===== src/rtl/dot_sched_pkg.sv =====
// dot_sched_pkg: shared FSM state type, width helpers and default
// MAC latency for the dot_sched sequencer and its narrowing unit.
package dot_sched_pkg;

    typedef enum logic [1:0] {
        S_IDLE,
        S_STREAM,
        S_DRAIN,
        S_DONE
    } dot_state_e;

    localparam int DEF_MAC_LAT = 3;

    // Width of one MAC partial sum: a signed product plus 3 bits of
    // growth for summing lanes, with headroom the MAC reserves.
    function automatic int out_size(input int in0, input int in1);
        return in0 + in1 + 8;
    endfunction

    // Accumulator width: one partial-sum width plus log2 of the job
    // length, so the running total never overflows.
    function automatic int acc_size(
        input int in0,
        input int in1,
        input int max_chunks
    );
        return out_size(in0, in1) + $clog2(max_chunks);
    endfunction

endpackage


===== src/rtl/dot_sched_sat.sv =====
// dot_sched_sat: combinational narrowing of the wide accumulator to the
// result width. Build macro DOT_SAT_EN selects saturation; without it the
// result is the two's-complement wrap (low RES_W bits).
// Ports:
//   acc_i  in   ACC_W  signed accumulator value
//   res_o  out  RES_W  signed narrowed result
module dot_sched_sat #(
    parameter int ACC_W = 24,
    parameter int RES_W = 16
) (
    input  logic signed [ACC_W-1:0] acc_i,
    output logic signed [RES_W-1:0] res_o
);

`ifdef DOT_SAT_EN
    localparam logic signed [RES_W-1:0] RES_MAX = {1'b0, {(RES_W-1){1'b1}}};
    localparam logic signed [RES_W-1:0] RES_MIN = {1'b1, {(RES_W-1){1'b0}}};

    always_comb begin
        res_o = RES_W'(acc_i);
        if (acc_i > ACC_W'(RES_MAX)) begin
            res_o = RES_MAX;
        end else if (acc_i < ACC_W'(RES_MIN)) begin
            res_o = RES_MIN;
        end
    end
`else
    assign res_o = RES_W'(acc_i);
`endif

endmodule


===== src/rtl/dot_sched.sv =====
// dot_sched: sequences a dot-product job of 0..MAX_CHUNKS chunks through an
// external 8-lane MAC, accumulates both partial sums and returns one scalar.
// Build macro DOT_SAT_EN: saturate the result instead of wrapping it.
// Ports:
//   clk_i, rst_i                   clock, synchronous active-high reset
//   cfg_valid_i/cfg_len_i/cfg_ready_o   job request handshake
//   data_valid_i/data_in_*_i/data_ready_o  chunk beat handshake
//   mac_in_0_o, mac_in_1_o         registered operands to the MAC
//   mac_out_i                      MAC partial sums {psum1, psum0}
//   res_valid_o/res_data_o/res_ready_i  result handshake
//   busy_o                         high whenever not idle
module dot_sched
    import dot_sched_pkg::*;
#(
    parameter int IN_SIZE_0  = 4,
    parameter int IN_SIZE_1  = 8,
    parameter int MAC_LAT    = DEF_MAC_LAT,
    parameter int MAX_CHUNKS = 16,
    parameter int RES_SIZE   = 16,
    localparam int OUT_SIZE  = out_size(IN_SIZE_0, IN_SIZE_1),
    localparam int LEN_W     = $clog2(MAX_CHUNKS) + 1
) (
    input  logic                         clk_i,
    input  logic                         rst_i,
    input  logic                         cfg_valid_i,
    input  logic [LEN_W-1:0]             cfg_len_i,
    output logic                         cfg_ready_o,
    input  logic                         data_valid_i,
    input  logic [8*IN_SIZE_0-1:0]       data_in_0_i,
    input  logic [8*IN_SIZE_1-1:0]       data_in_1_i,
    output logic                         data_ready_o,
    output logic [8*IN_SIZE_0-1:0]       mac_in_0_o,
    output logic [8*IN_SIZE_1-1:0]       mac_in_1_o,
    input  logic [2*OUT_SIZE-1:0]        mac_out_i,
    output logic                         res_valid_o,
    output logic signed [RES_SIZE-1:0]   res_data_o,
    input  logic                         res_ready_i,
    output logic                         busy_o
);

    localparam int ACC_SIZE = acc_size(IN_SIZE_0, IN_SIZE_1, MAX_CHUNKS);
    localparam logic [LEN_W-1:0] MAX_LEN = LEN_W'(MAX_CHUNKS);

    dot_state_e state_q, state_d;

    logic [LEN_W-1:0]           len_q, len_d;
    logic [LEN_W-1:0]           issued_q, issued_d;
    logic [LEN_W-1:0]           retired_q, retired_d;
    logic signed [ACC_SIZE-1:0] acc_q, acc_d;
    logic [MAC_LAT:0]           vpipe_q, vpipe_d;
    logic [8*IN_SIZE_0-1:0]     mac_in_0_q, mac_in_0_d;
    logic [8*IN_SIZE_1-1:0]     mac_in_1_q, mac_in_1_d;

    logic                       cfg_hs;
    logic                       beat_hs;
    logic                       retire;
    logic                       last_retire;
    logic [LEN_W-1:0]           cfg_len_clamp;
    logic signed [OUT_SIZE-1:0] psum_0;
    logic signed [OUT_SIZE-1:0] psum_1;

    assign cfg_len_clamp = (cfg_len_i > MAX_LEN) ? MAX_LEN : cfg_len_i;
    assign psum_0        = mac_out_i[OUT_SIZE-1:0];
    assign psum_1        = mac_out_i[2*OUT_SIZE-1:OUT_SIZE];

    // The last stage of the valid pipe lines up with the MAC output
    // belonging to the chunk issued MAC_LAT+1 cycles earlier.
    assign retire      = vpipe_q[MAC_LAT];
    assign last_retire = (retired_q + LEN_W'(retire)) == len_q;

    // FSM: next state and state-decoded outputs.
    always_comb begin
        state_d      = state_q;
        cfg_ready_o  = 1'b0;
        data_ready_o = 1'b0;
        res_valid_o  = 1'b0;
        busy_o       = 1'b1;
        unique case (state_q)
            S_IDLE: begin
                cfg_ready_o = 1'b1;
                busy_o      = 1'b0;
                if (cfg_valid_i) begin
                    state_d = (cfg_len_clamp == '0) ? S_DONE : S_STREAM;
                end
            end
            S_STREAM: begin
                data_ready_o = issued_q < len_q;
                if (data_ready_o && data_valid_i &&
                    (issued_q == len_q - LEN_W'(1))) begin
                    state_d = S_DRAIN;
                end
            end
            S_DRAIN: begin
                if (last_retire) begin
                    state_d = S_DONE;
                end
            end
            S_DONE: begin
                res_valid_o = 1'b1;
                if (res_ready_i) begin
                    state_d = S_IDLE;
                end
            end
            default: begin
                state_d = S_IDLE;
            end
        endcase
    end

    assign cfg_hs  = cfg_ready_o && cfg_valid_i;
    assign beat_hs = data_ready_o && data_valid_i;

    // Datapath next-state: job setup, beat issue, chunk retirement.
    always_comb begin
        len_d      = len_q;
        issued_d   = issued_q;
        retired_d  = retired_q;
        acc_d      = acc_q;
        vpipe_d    = {vpipe_q[MAC_LAT-1:0], beat_hs};
        mac_in_0_d = '0;
        mac_in_1_d = '0;
        if (cfg_hs) begin
            len_d     = cfg_len_clamp;
            issued_d  = '0;
            retired_d = '0;
            acc_d     = '0;
        end
        if (beat_hs) begin
            mac_in_0_d = data_in_0_i;
            mac_in_1_d = data_in_1_i;
            issued_d   = issued_q + LEN_W'(1);
        end
        if (retire) begin
            acc_d     = acc_q + ACC_SIZE'(psum_0) + ACC_SIZE'(psum_1);
            retired_d = retired_q + LEN_W'(1);
        end
    end

    always_ff @(posedge clk_i) begin
        if (rst_i) begin
            state_q    <= S_IDLE;
            len_q      <= '0;
            issued_q   <= '0;
            retired_q  <= '0;
            acc_q      <= '0;
            vpipe_q    <= '0;
            mac_in_0_q <= '0;
            mac_in_1_q <= '0;
        end else begin
            state_q    <= state_d;
            len_q      <= len_d;
            issued_q   <= issued_d;
            retired_q  <= retired_d;
            acc_q      <= acc_d;
            vpipe_q    <= vpipe_d;
            mac_in_0_q <= mac_in_0_d;
            mac_in_1_q <= mac_in_1_d;
        end
    end

    assign mac_in_0_o = mac_in_0_q;
    assign mac_in_1_o = mac_in_1_q;

    // acc_q is frozen in DONE, which keeps the result stable under
    // back-pressure.
    dot_sched_sat #(
        .ACC_W (ACC_SIZE),
        .RES_W (RES_SIZE)
    ) u_sat (
        .acc_i (acc_q),
        .res_o (res_data_o)
    );

endmodule


===== config.mk =====
export PLATFORM = sky130hd
export DESIGN_NAME = dot_sched
export DESIGN_NICKNAME = d
export VERILOG_FILES = /design/src/rtl/dot_sched_pkg.sv /design/src/rtl/dot_sched_sat.sv /design/src/rtl/dot_sched.sv
export SDC_FILE = /design/constraint.sdc
export NUM_CORES = 1
export LEC_CHECK = 0
export CELL_PAD_IN_SITES_DETAIL_PLACEMENT = 2
export CELL_PAD_IN_SITES_GLOBAL_PLACEMENT = 2
export CORE_ASPECT_RATIO = 0.7
export CORE_UTILIZATION = 25
export DETAILED_ROUTE_END_ITERATION = 7
export PLACE_DENSITY = 0.78
export SLEW_MARGIN = 20
export SYNTH_ARGS = -nofsm -noshare
export SYNTH_HDL_FRONTEND = slang
export SYNTH_HIERARCHICAL = 1
export SYNTH_SLANG_ARGS = --single-unit

===== constraint.sdc =====
create_clock -name clk_i -period 3.8 [get_ports clk_i]
set_input_delay 0.76 -clock clk_i [delete_from_list [all_inputs] [get_ports clk_i]]
set_output_delay 0.76 -clock clk_i [all_outputs]
set_load 0.02 [all_outputs]

==> results.json, run 1 <==
{
  "status": "finished, violations left",
  "failed_checks": "design-rule violations",
  "drive_gt1_frac": 0.05125,
  "reg2regPathDepth": 9,
  "use_met2": 0.3070,
  "dr.pass1.iters": 8,
  "hold_viol_final": 0,
  "clock_sink_count": 133,
  "io_pins": 262,
  "clkLatencyLatePin_ns": 0.43,
  "avgSynthCellArea_sq_um": 9.991,
  "grt_max_degree": 98,
  "whs_path_depth": 1,
  "antenna_found_initial": 0,
  "place_hpwl_mm": 14.48,
  "max_cap_violations": 0,
  "syn-cell-area_sq_um": 5515,
  "grt_pass1_vias": 5349,
  "layout_setup_ws_ns": 0.2653,
  "cts_tree": "done",
  "grtUsageMet1": 0.1826,
  "pwr_density_cell_nw_per_um2": 442.0,
  "die_area_sq_um": 22670,
  "maxSlewViolCount": 0,
  "r2r_slack_ns": 0.71,
  "ir_worst_vdd_mv": 0.2912,
  "r2r_end": "acc_q[15]",
  "n_fill_cell": 2265,
  "core_sq_um": 21680,
  "cp.arrival_ns": 3.88,
  "num_vias": 4797,
  "portBuffers": 253,
  "holdBufCountCts": 0,
  "gr-usage-met3": 0.07779,
  "syn_inst": 552,
  "gr-total-overflow": 0,
  "timing.rr.start": "acc_q[1]",
  "clockRootBuffer": "clkbuf_16",
  "pre_cts_ws_ns": -0.1986,
  "skew_ns": 0.008599,
  "cellLeakagePower_uw": 0.003487,
  "num-nets-final": 981,
  "worstPathMaxFanout": 4,
  "dpl-instance-area_sq_um": 8235,
  "fin_util": 0.4073,
  "antenna_left": 0,
  "placementRows": 45,
  "hold_end": "vpipe_q[1]",
  "h-tree-depth": 4,
  "synth_warnings": 6,
  "endpoint_kind": "flop",
  "die-width_um": 179.5,
  "fin_crit_sh": 0.9302,
  "max_freq_mhz": 282.9,
  "syn_nets": 745,
  "drt_iter0_markers": 162,
  "cts_inserted_buffers": 17,
  "cts_resized": 0,
  "start_kind": "primary input",
  "hold_path.class": "flop to flop",
  "dp.cells": 1051,
  "grt_usage": 0.1716,
  "viasPerCell": 4.433,
  "cts_setup_buffers": 0,
  "path_clk_slew_ns": 0.06,
  "initial_core_util": 0.2544,
  "worstHoldStart": "vpipe_q[0]",
  "wirelength_mm": 18.93,
  "area.growth.synth_to_final_pct": 60.07,
  "die_h_um": 126.3,
  "clockBufferDepth": 2,
  "fin_crit_ns": 3.535,
  "tightest_slew_ns": 0.7918,
  "diodes": 0,
  "setup-violations-final": 0,
  "busiest_layer": "met2",
  "path_class": "primary input to flop",
  "avgRoutedWirePerCell_um": 17.50,
  "cp.required_ns": 4.15,
  "final_area_sq_um": 8828,
  "grt_pass1_wl_mm": 29.73,
  "slew_headroom": 0.4721,
  "drc": 11,
  "gp_congestion": 0.7970,
  "stdcell_count": 1082,
  "rsz0062_at_grt": "no"
}
[report_power, final]
group          total, uW  switching, uW  leakage [uW]  internal [uW]
clock               1670            652      0.000284           1020
combinational        751            381       0.00213            370
sequential          1480           32.3       0.00107           1440
[cell type report]
| class | instances | area, sq um | share of cell area |
|---|---|---|---|
| Clock buffer | 22 | 474.2 | 0.05371 |
| Clock inverter | 9 | 118.9 | 0.01346 |
| Inverter | 13 | 48.80 | 0.005527 |
| Multi-Input combinational cell | 364 | 2594 | 0.2938 |
| Sequential cell | 133 | 2663 | 0.3016 |
| Tap cell | 282 | 352.8 | 0.03997 |
| Timing Repair Buffer | 259 | 2577 | 0.2919 |
[metal layers]
| metal | vias to the layer above | routed length [um] |
|---|---|---|
| li1 | 2278 | - |
| met1 | 2342 | 7458 |
| met2 | 162 | 9636 |
| met3 | 15 | 1661 |
| met4 | 0 | 174 |
| met5 | - | 0 |
[registers in the layout, indices dropped and copies added, names as in the netlist]
name,flops
mac_in_0_o,32
vpipe_q,4
retired_q,5
len_q,5
acc_q,16
issued_q,5
state_q,2
mac_in_1_o,64
[placed cells by master, fill, tap and decap left out, types with 3 or more instances in the layout]
cell,instances
nor2b_1,7
nor3_1,5
nor3b_1,6
and3_1,4
fa_1,17
xor2_1,9
a211oi_1,3
nor2_1,31
inv_1,13
o211ai_1,4
inv_6,3
a21o_1,4
dfxtp_1,133
nand3_1,12
buf_4,6
xnor2_1,13
a21oi_1,35
nand2b_1,4
nand4_1,3
nand2_1,34
and2_1,99
o21ai_0,13
clkbuf_8,3
clkbuf_16,17
ha_1,30
clkdlybuf4s50_1,253
[worst max path at each step]
stage	slack, ns	cells past startpoint	startpoint	to
final	0.27	10	mac_out_i[1]	acc_q[15]
after floorplan	0.56	9	mac_out_i[1]	acc_q[15]
after detailed placement	-0.20	10	mac_out_i[1]	acc_q[15]
after global routing	0.12	6	len_q[2]	data_ready_o
after CTS	0.27	6	len_q[2]	data_ready_o
after global placement	-0.13	10	mac_out_i[1]	acc_q[13]
[worst max-delay path, cell delays in order]
cell,delay (ns)
clkdlybuf4s50_1,0.44
fa_1,0.49
ha_1,0.24
fa_1,0.41
a21o_1,0.24
a221o_1,0.40
a32o_1,0.26
or3_4,0.37
xnor2_1,0.12
o21ai_0,0.16
[stage by stage]
stage	setup TNS (ns)	power, uW	hold WS [ns]
4_1_cts	0	3974	0.4543
3_3_place_gp	-0.2347	2225	0.4200
5_1_grt	0	4096	0.4672
3_5_place_dp	-0.3665	2266	0.4312
6_report	0	3903	0.4418
2_1_floorplan	0	1881	0.4138
Power figures use the tool's default switching activity.
==> run 2: changes to the inputs <==
==> constraint.sdc (replaced) <==
create_clock -name clk_i -period 3.7 [get_ports clk_i]
set_input_delay 0.74 -clock clk_i [delete_from_list [all_inputs] [get_ports clk_i]]
set_output_delay 0.74 -clock clk_i [all_outputs]
set_load 0.02 [all_outputs]
==> results.json, run 2 (synthesis gave the netlist of run 1 again) <==
{
  "status": "finished, violations left",
  "failed_checks": "design-rule violations",
  "area.growth.synth_to_final_pct": 60.30,
  "grt_pass1_vias": 5404,
  "drive_gt1_frac": 0.05729,
  "largest_reg_flops": 64,
  "n_fill_cell": 2254,
  "initial_core_util": 0.2544,
  "path_class": "primary input to flop",
  "hold_path.class": "flop to flop",
  "top_layer": "met4",
  "drc": 11,
  "place_hpwl_mm": 14.28,
  "met1_length_mm": 7.461,
  "met2WireLength_mm": 9.357,
  "r2r_end": "acc_q[15]",
  "hold_viol_final": 0,
  "drt_iter0_markers": 150,
  "skew_ns": 0.01130,
  "num-nets-final": 983,
  "fin_crit_sh": 0.9516,
  "start_kind": "primary input",
  "dp.cells": 1053,
  "viasPerCell": 4.377,
  "grt_usage": 0.1683,
  "die_h_um": 126.3,
  "dpl-instance-area_sq_um": 8263,
  "die_area_sq_um": 22670,
  "cts_inserted_buffers": 17,
  "endpoint_kind": "flop",
  "diodes": 0,
  "placementRows": 45,
  "clkLatencyLatePin_ns": 0.42,
  "maxSlewViolCount": 0,
  "die-width_um": 179.5,
  "worstHoldStart": "vpipe_q[2]",
  "max_freq_mhz": 284.0,
  "wirelength_mm": 18.55,
  "num_vias": 4749,
  "cp.arrival_ns": 3.86,
  "rsz0062_at_grt": "no",
  "avgRoutedWirePerCell_um": 17.10,
  "io_pins": 262,
  "cp.required_ns": 4.04,
  "layout_commonest_cell": "clkdlybuf4s50_1",
  "dr.pass1.iters": 6,
  "ir_worst_vdd_mv": 0.2489,
  "cellLeakagePower_uw": 0.003504,
  "cts_resized": 0,
  "fin_crit_ns": 3.521,
  "grt_max_degree": 98,
  "antenna_left": 0,
  "timing.rr.start": "acc_q[1]",
  "antenna_found_initial": 0,
  "portBuffers": 253,
  "path_clk_slew_ns": 0.07,
  "grt_pass1_wl_mm": 29.78,
  "final_area_sq_um": 8841,
  "cts_tree": "done",
  "whs_path_depth": 1,
  "gp_congestion": 0.7964,
  "gr-total-overflow": 0,
  "holdBufCountCts": 0,
  "max_cap_violations": 0,
  "tightest_slew_ns": 0.6661,
  "stdcell_count": 1085,
  "clockRootBuffer": "clkbuf_16",
  "slew_headroom": 0.5545,
  "worstPathMaxFanout": 4,
  "pwr_density_cell_nw_per_um2": 448.6,
  "core_sq_um": 21680,
  "hold_end": "vpipe_q[3]",
  "reg2regPathDepth": 9,
  "cts_setup_buffers": 0,
  "setup-violations-final": 0,
  "clock_sink_count": 133,
  "layout_common_cells": "clkdlybuf4s50_1 (253), dfxtp_1 (133), and2_1 (99), a21oi_1 (35), nand2_1 (34)",
  "h-tree-depth": 4,
  "clockBufferDepth": 2,
  "wl_met3_mm": 1.631,
  "r2r_slack_ns": 0.64
}
[run 2: changes by cell type in the layout (fill, tap and decap cells not counted), moves of 2 or more]
cell        change
clkinv_4        +3
clkinvlp_4      -2
clkinv_2        +2
inv_6           +2
clkbuf_1        -2
clkbuf_8        -2
[run 2: layout make-up]
| type | count | area [sq um] | share of cell area |
|---|---|---|---|
| clock inverters | 14 | 138.9 | 0.01571 |
| flip-flops and latches | 133 | 2663 | 0.3012 |
| repair buffers | 261 | 2605 | 0.2947 |
| inverters | 13 | 48.80 | 0.005519 |
| multi-input cells | 364 | 2594 | 0.2934 |
| clock buffers | 18 | 439.2 | 0.04967 |
| well taps | 282 | 352.8 | 0.03991 |
[run 2: worst max-delay path by stage]
stage / startpoint / slack, ns / to / cells after the start
after global placement: mac_out_i[1] / -0.20 / acc_q[13] / 10
after global routing: mac_out_i[1] / 0.09 / acc_q[13] / 10
after detailed placement: mac_out_i[1] / -0.24 / acc_q[13] / 10
after floorplan: mac_out_i[1] / 0.48 / acc_q[15] / 9
final: mac_out_i[1] / 0.18 / acc_q[15] / 10
after CTS: mac_out_i[1] / 0.20 / acc_q[15] / 10
[run 2: report_power, final]
group          switching (uW)  total [uW]  internal, uW
logic                     392         775           382
clock network             714        1670           961
registers                33.0        1520          1480
total                    1140        3970          2830
[run 2: through the flow]
| step | util | hold slack (ns) | setup TNS (ns) | setup WS, ns | power (uW) |
|---|---|---|---|---|---|
| floorplan | - | 0.4138 | 0 | 0.4802 | 1932 |
| global placement | 0.3812 | 0.4208 | -0.4267 | -0.2033 | 2290 |
| detailed placement | 0.3812 | 0.4352 | -0.5949 | -0.2354 | 2324 |
| CTS | 0.4079 | 0.4590 | 0 | 0.1994 | 4033 |
| global route | 0.4079 | 0.4696 | 0 | 0.09091 | 4168 |
| finish | 0.4079 | 0.4455 | 0 | 0.1791 | 3966 |
[run 2: worst max-delay path, stage by stage]
cell and delay (ns):
clkdlybuf4s50_1 0.44, fa_1 0.49, ha_1 0.24, fa_1 0.42, a21o_1 0.24, a221o_1 0.40
a32o_1 0.25, or3_4 0.37, xnor2_1 0.12, o21ai_0 0.15
[run 2: per-layer routing]
metal  global-route usage  up-vias
li1                     -     2281
met1               0.1831     2307
met2               0.3049      151
met5                    0        -
met3              0.07374       10
met4              0.03093        0
